### config.mk
export PLATFORM = sky130hd
export DESIGN_NAME = sha256_msg_padder_flat
export DESIGN_NICKNAME = d
export VERILOG_FILES = /design/src/rtl/sha256_msg_padder_if.sv /design/src/rtl/sha256_msg_padder.sv /design/src/flat_wrapper.sv
export SDC_FILE = /design/constraint.sdc
export NUM_CORES = 1
export LEC_CHECK = 0
export CAP_MARGIN = 20
export CORE_ASPECT_RATIO = 2
export CORE_MARGIN = 1
export CORE_UTILIZATION = 30
export CTS_BUF_LIST = sky130_fd_sc_hd__clkbuf_4
export DETAILED_ROUTE_END_ITERATION = 7
export GPL_ROUTABILITY_DRIVEN = 1
export GPL_TIMING_DRIVEN = 0
export PLACE_DENSITY = 0.58
export SYNTH_ARGS = -nofsm -noshare
export SYNTH_HDL_FRONTEND = slang
export SYNTH_SLANG_ARGS = --single-unit
### constraint.sdc
create_clock -name clk -period 3.7 [get_ports clk]
set_input_delay 0.37 -clock clk [delete_from_list [all_inputs] [get_ports clk]]
set_output_delay 0.37 -clock clk [all_outputs]
set_load 0.05 [all_outputs]
### src/rtl/sha256_msg_padder_if.sv
// sha256_msg_padder_if: byte-stream input and 512-bit block output of the SHA-256 padder.
// master: message source / SHA-256 core side (drives i_valid, i_data, i_last, o_ready).
// slave:  the padder (drives i_ready, o_valid, o_block, o_first, o_final, o_len_err, o_key_err).
`timescale 1ns/1ps
interface sha256_msg_padder_if;
    logic         i_valid;
    logic         i_ready;
    logic [7:0]   i_data;
    logic         i_last;
    logic         o_valid;
    logic         o_ready;
    logic [511:0] o_block;
    logic         o_first;
    logic         o_final;
    logic         o_len_err;
    logic         o_key_err;
    modport master (
        output i_valid, i_data, i_last, o_ready,
        input  i_ready, o_valid, o_block, o_first, o_final, o_len_err, o_key_err
    );
    modport slave (
        input  i_valid, i_data, i_last, o_ready,
        output i_ready, o_valid, o_block, o_first, o_final, o_len_err, o_key_err
    );
endinterface

### src/rtl/sha256_msg_padder.sv
// sha256_msg_padder: FIPS 180-4 SHA-256 padding of a byte stream into big-endian 512-bit blocks.
// Ports: clk (rising edge), rst_n (async active-low), bus (sha256_msg_padder_if.slave):
//   i_valid/i_ready/i_data/i_last byte input, o_valid/o_ready/o_block block output,
//   o_first (load IV), o_final (last block), o_len_err (length saturated), o_key_err.
// Optional: define HASH160_PUBKEY_CHECK_EN to flag messages that are not SEC public keys
// on o_key_err; otherwise o_key_err is tied to 0.
`timescale 1ns/1ps
module sha256_msg_padder #(
    parameter int LEN_W = 16
) (
    input logic clk,
    input logic rst_n,
    sha256_msg_padder_if.slave bus
);
    typedef enum logic [1:0] {S_FILL, S_EMIT, S_EMIT_TAIL} state_t;
    state_t state;
    logic [7:0] blk [64];
    logic [5:0] idx;
    logic [LEN_W-1:0] len, len_nx;
    logic len_err, first, tail, tail_lead, rdy, vld, first_o, final_o;
    logic acc, xfer;
    logic [6:0] k;
    logic [63:0] bl, bl_nx;
    logic [511:0] flat;

    assign acc = (state == S_FILL) && bus.i_valid;
    assign xfer = (state != S_FILL) && bus.o_ready;
    assign k = {1'b0, idx} + 7'd1;
    assign len_nx = &len ? len : len + LEN_W'(1);
    assign bl = {{(61-LEN_W){1'b0}}, len, 3'b000};
    assign bl_nx = {{(61-LEN_W){1'b0}}, len_nx, 3'b000};

    for (genvar g = 0; g < 64; g++) begin : g_out
        assign flat[511-8*g -: 8] = blk[g];
    end

    assign bus.i_ready = rdy;
    assign bus.o_valid = vld;
    assign bus.o_block = flat;
    assign bus.o_first = first_o;
    assign bus.o_final = final_o;
    assign bus.o_len_err = len_err;

    // The buffer is cleared whenever a block leaves, so padding only has to place
    // the 0x80 marker and the length; everything in between is already zero.
    always_ff @(posedge clk or negedge rst_n) begin
        if (!rst_n) begin
            state <= S_FILL;
            idx <= '0;
            len <= '0;
            len_err <= 1'b0;
            first <= 1'b1;
            tail <= 1'b0;
            tail_lead <= 1'b0;
            rdy <= 1'b1;
            vld <= 1'b0;
            first_o <= 1'b0;
            final_o <= 1'b0;
            for (int j = 0; j < 64; j++) blk[j] <= '0;
        end else if (acc) begin
            blk[idx] <= bus.i_data;
            len <= len_nx;
            if (&len) len_err <= 1'b1;
            if (bus.i_last && k <= 7'd63) blk[k[5:0]] <= 8'h80;
            if (bus.i_last && k <= 7'd55)
                for (int j = 0; j < 8; j++) blk[56+j] <= bl_nx[63-8*j -: 8];
            if (bus.i_last || &idx) begin
                state <= S_EMIT;
                vld <= 1'b1;
                rdy <= 1'b0;
                first_o <= first;
                first <= 1'b0;
                final_o <= bus.i_last && k <= 7'd55;
                tail <= bus.i_last && k >= 7'd56;
                tail_lead <= bus.i_last && k == 7'd64;
            end else begin
                idx <= idx + 6'd1;
            end
        end else if (xfer) begin
            if (state == S_EMIT && tail) begin
                state <= S_EMIT_TAIL;
                tail <= 1'b0;
                first_o <= 1'b0;
                final_o <= 1'b1;
                blk[0] <= tail_lead ? 8'h80 : 8'h00;
                for (int j = 1; j < 56; j++) blk[j] <= '0;
                for (int j = 0; j < 8; j++) blk[56+j] <= bl[63-8*j -: 8];
            end else begin
                state <= S_FILL;
                idx <= '0;
                vld <= 1'b0;
                rdy <= 1'b1;
                first_o <= 1'b0;
                final_o <= 1'b0;
                for (int j = 0; j < 64; j++) blk[j] <= '0;
                if (final_o) begin
                    len <= '0;
                    len_err <= 1'b0;
                    first <= 1'b1;
                end
            end
        end
    end

`ifdef HASH160_PUBKEY_CHECK_EN
    logic t33, t65, key_pend, key_o, c33, c65, bad_now;

    // The header byte is judged as it arrives; for later bytes the captured verdict is used.
    assign c33 = (len == '0) ? (bus.i_data == 8'h02 || bus.i_data == 8'h03) : t33;
    assign c65 = (len == '0) ? (bus.i_data == 8'h04) : t65;
    assign bad_now = !((len_nx == LEN_W'(33) && c33) || (len_nx == LEN_W'(65) && c65));
    assign bus.o_key_err = key_o;

    // A verdict for a message whose final block is a tail waits in key_pend until the tail is shown.
    always_ff @(posedge clk or negedge rst_n) begin
        if (!rst_n) begin
            t33 <= 1'b0;
            t65 <= 1'b0;
            key_pend <= 1'b0;
            key_o <= 1'b0;
        end else if (acc) begin
            if (len == '0) begin
                t33 <= c33;
                t65 <= c65;
            end
            if (bus.i_last) begin
                key_pend <= bad_now;
                key_o <= bad_now && k <= 7'd55;
            end
        end else if (xfer) begin
            key_o <= (state == S_EMIT) && tail && key_pend;
        end
    end
`else
    assign bus.o_key_err = 1'b0;
`endif
endmodule

### src/flat_wrapper.sv
// flat-port wrapper written by rule: the top's interface ports become plain ports
module sha256_msg_padder_flat 
#(
    parameter int LEN_W = 16
)
  (clk, rst_n, bus_i_valid, bus_i_data, bus_i_last, bus_o_ready, bus_i_ready, bus_o_valid, bus_o_block, bus_o_first, bus_o_final, bus_o_len_err, bus_o_key_err);
  sha256_msg_padder_if bus_i ();
  input logic clk;
  input logic rst_n;
  input wire logic [$bits(bus_i.i_valid)-1:0] bus_i_valid;
  input wire logic [$bits(bus_i.i_data)-1:0] bus_i_data;
  input wire logic [$bits(bus_i.i_last)-1:0] bus_i_last;
  input wire logic [$bits(bus_i.o_ready)-1:0] bus_o_ready;
  output wire logic [$bits(bus_i.i_ready)-1:0] bus_i_ready;
  output wire logic [$bits(bus_i.o_valid)-1:0] bus_o_valid;
  output wire logic [$bits(bus_i.o_block)-1:0] bus_o_block;
  output wire logic [$bits(bus_i.o_first)-1:0] bus_o_first;
  output wire logic [$bits(bus_i.o_final)-1:0] bus_o_final;
  output wire logic [$bits(bus_i.o_len_err)-1:0] bus_o_len_err;
  output wire logic [$bits(bus_i.o_key_err)-1:0] bus_o_key_err;
  assign bus_i.i_valid = bus_i_valid;
  assign bus_i.i_data = bus_i_data;
  assign bus_i.i_last = bus_i_last;
  assign bus_i.o_ready = bus_o_ready;
  assign bus_i_ready = bus_i.i_ready;
  assign bus_o_valid = bus_i.o_valid;
  assign bus_o_block = bus_i.o_block;
  assign bus_o_first = bus_i.o_first;
  assign bus_o_final = bus_i.o_final;
  assign bus_o_len_err = bus_i.o_len_err;
  assign bus_o_key_err = bus_i.o_key_err;
  sha256_msg_padder #(.LEN_W(LEN_W)) u_core (.clk(clk), .rst_n(rst_n), .bus(bus_i));
endmodule
==> flow_metrics.tcl <==
set metrics [dict create \
    status "finished with violations" \
    violations "DRC" \
    yosysSeqAreaShare_pct 59.6 \
    hold_class "input pin to flip-flop" \
    path_max_fanout 10 \
    root_buffer "clkbuf_4" \
    reg2reg_setup_slack_ns 0.11 \
    via_per_inst 5.74 \
    initial_core_util_pct 30.4 \
    clock_sinks 544 \
    grt_pass1_wl_mm 160 \
    ios 531 \
    max_slew.worst_pin.slew_ns 1.17 \
    synthCells 1995 \
    clock_latency_ns 0.99 \
    synth-edff-count 0 \
    leakagePower_nw 13.5 \
    core_um2 75200 \
    syn_area_um2 22900 \
    drt_iter0_markers 1743 \
    r2r_cells 10 \
    clockBufferDepth 3 \
    fin_ws_ns 0.105 \
    syn-num-nets 2012 \
    ys.warnings.count 0 \
    setup_viol 0 \
    async_reset_ff_share_pct 100 \
    worst_r2r_endpoint "u_core.bus.o_block[128]$_DFFE_PN0P_" \
    port_buffers 521 \
    grt_usage_pct 28.9 \
    critPathSlowestCell "nor3_2" \
    yosysTopAreaCellShare_pct 59.3 \
    fin_cells 3769 \
    finalCritPeriodShare_pct 97.2 \
    fin_tns_setup_ns 0 \
    globalRouteOverflowTotal 0 \
    synthTopCellsByArea "dfrtp_1 59%, a22o_1 16%, o21ai_0 2.6%" \
    drt-total-wl_mm 112 \
    rsz0062_at_grt "yes" \
    end_kind "flip-flop" \
    hold_violations 0 \
    antenna_found_initial 3 \
    drt_first_pass_iters 8 \
    gp_congestion 0.989 \
    crit_type "flip-flop to flip-flop" \
    drcViolationCount 1 \
    grt_max_degree 126 \
    reg2reg_from "u_core.idx[0]$_DFFE_PN0P_" \
    final_cell_mix "542 x dfrtp_1, 520 x clkdlybuf4s50_1, 409 x a22o_1, 178 x clkbuf_4, 141 x nor2_1" \
    period_needed_ns 3.59 \
    path_clk_slew_ns 0.07 \
    layout_commonest_cell "dfrtp_1" \
    cts_max_level 4 \
    slew_headroom_pct 21.7 \
    total_power_mw 14.5 \
    slew_violations 0 \
    synth.distinct_cells 72 \
    die_w_um 197 \
    cap_violations 0 \
    numCtsBuffers 134 \
    die_area_um2 77400 \
    whs_path_depth 2 \
    tritoncts "yes" \
    irDropWorstVdd_mv 0.281 \
    pre_cts_ws_ns -0.916 \
    min_to "u_core.state[1]$_DFFE_PN0P_" \
    drive_above_1_share_pct 10.4 \
    required_ns 4.55 \
    synth-main-ff-cell "dfrtp_1" \
    p_per_area_nw_per_um2 462 \
    ys_seq_elements 544 \
    vias 21646 \
    postRouteAntennaNets 0 \
    worst_setup_path_start_kind "flip-flop" \
    cp.arrival_ns 4.44 \
    worstPathCellList "buf_2 > clkbuf_2 > inv_1 > clkbuf_2 > ha_2 > nor2_1 > nand2_1 > nor3_2 > o31ai_2 > a22o_1" \
    area_delta_synth_final_pct 37.4 \
    syn_area_per_cell_um2 11.5 \
    crit_path_frequent_cell "clkbuf_2" \
    wl_per_cell_um 29.8 \
    holdCritStartpoint "bus_o_ready" \
    dp.cells 3536 \
    nets 2688 \
    yosys.area.top_type "dfrtp_1" \
    fp-row-count 142 \
    skew_ns 0.0538 \
    hpwl_mm 82.9 \
    grt_pass1_vias 22282 \
    fmax_ghz 0.278 \
    max_stage_delay_ns 0.64 \
    die_h_um 392 \
]
## per-layer routing
metal | vias to the layer above | global-route usage, % | routed length, um
met1 | 10957 | 31.4 | 39900
met2 | 1324 | 48.5 | 55000
li1 | 9017 | - | -
met3 | 346 | 9.15 | 10000
met4 | 2 | 18.1 | 7610
met5 | - | 0 | 12
## where the power goes
part           internal [mW]  total (mW)  leakage (nW)  switching [mW]
logic                  0.734        3.15          5.06            2.41
registers               6.15        6.35          7.54           0.201
clock network           2.38        5.01         0.935            2.63
total                   9.26        14.5          13.5            5.24
## flip-flops by register name, summed over array words and instances, names as in the netlist
name                  count
u_core.tail_lead          1
u_core.bus.i_ready        1
u_core.idx                6
u_core.state              2
u_core.bus.o_valid        1
u_core.first              1
u_core.bus.o_block      512
u_core.bus.o_final        1
u_core.bus.o_first        1
u_core.tail               1
u_core.len               16
u_core.bus.o_len_err      1
## Yosys cell counts (6+ instances only)
master	number
a21o_1	9
a21oi_1	74
a22o_1	409
a22oi_1	21
a31oi_1	32
a32o_1	22
and2_1	11
and3_1	15
buf_1	15
buf_2	9
clkbuf_1	128
dfrtp_1	542
inv_1	10
mux2i_1	20
nand2_1	132
nand3_1	25
nand4_1	6
nor2_1	146
nor2b_1	7
nor3_1	26
o211ai_1	6
o21ai_0	121
o21ai_1	37
o22ai_1	17
o2bb2ai_1	39
o31ai_1	15
or3_1	8
xor2_1	7
## per-stage QoR
stage	instance area [um2]	hold slack, ns	util, %
5_1_grt	31400	0.0632	41.8
2_1_floorplan	22900	0.0744	-
4_1_cts	31300	0.00586	41.7
3_3_place_gp	29300	0.479	39.0
6_report	31400	0.116	41.8
3_5_place_dp	29600	0.259	39.4
## cell type report
class                   instances  area [um2]
plain buffers                 152         611
clock buffers                 178        1340
diodes                          2        5.00
flip-flops and latches        544       13600
inverters                      11        41.3
repair buffers                542        5540
fillers                      7199       43800
multi-input cells            1286        8740
clock inverters                46         255
well taps                    1008        1260
## what timing repair did
item,4_1_cts,5_1_grt
resized for setup,20,27
pin swaps,1,0
buffers inserted,2,0
endpoints found under the hold margin,353,0
setup endpoints to repair,442,277
hold buffers,7,0
## worst max-delay path, delay by kind of cell (launching register included)
kind            cells  cell delay (ns)
compound gates      2             0.58
fa+ha+maj           1             0.43
buf+inv             4             0.88
flops               1             0.38
simple gates        3             1.22
## worst max-delay path by stage
| stage | start | end | cells past startpoint | slack, ns |
|---|---|---|---|---|
| finish | u_core.idx[0]$_DFFE_PN0P_ | u_core.bus.o_block[128]$_DFFE_PN0P_ | 10 | 0.11 |
| global route | u_core.idx[0]$_DFFE_PN0P_ | u_core.bus.o_block[408]$_DFFE_PN0P_ | 9 | -0.000006 |
| CTS | u_core.state[1]$_DFFE_PN0P_ | u_core.bus.o_block[250]$_DFFE_PN0P_ | 7 | 0.02 |
| detailed placement | u_core.idx[0]$_DFFE_PN0P_ | u_core.bus.o_block[113]$_DFFE_PN0P_ | 12 | -0.92 |
| global placement | rst_n | u_core.bus.o_block[361]$_DFFE_PN0P_ | 1 | -21.50 |
| floorplan | u_core.idx[0]$_DFFE_PN0P_ | u_core.bus.o_block[19]$_DFFE_PN0P_ | 12 | 0.42 |
## cell families after synthesis
group | count (synthesis) | share of synthesized area [%]
compound gates | 843 | 28.1
flops | 544 | 59.6
simple gates | 402 | 7.80
buf+inv | 165 | 2.79
mux | 24 | 1.07
xor+xnor | 12 | 0.460
fa+ha+maj | 4 | 0.219
other cells | 1 | 0.0164
Power figures use the tool's default switching activity.
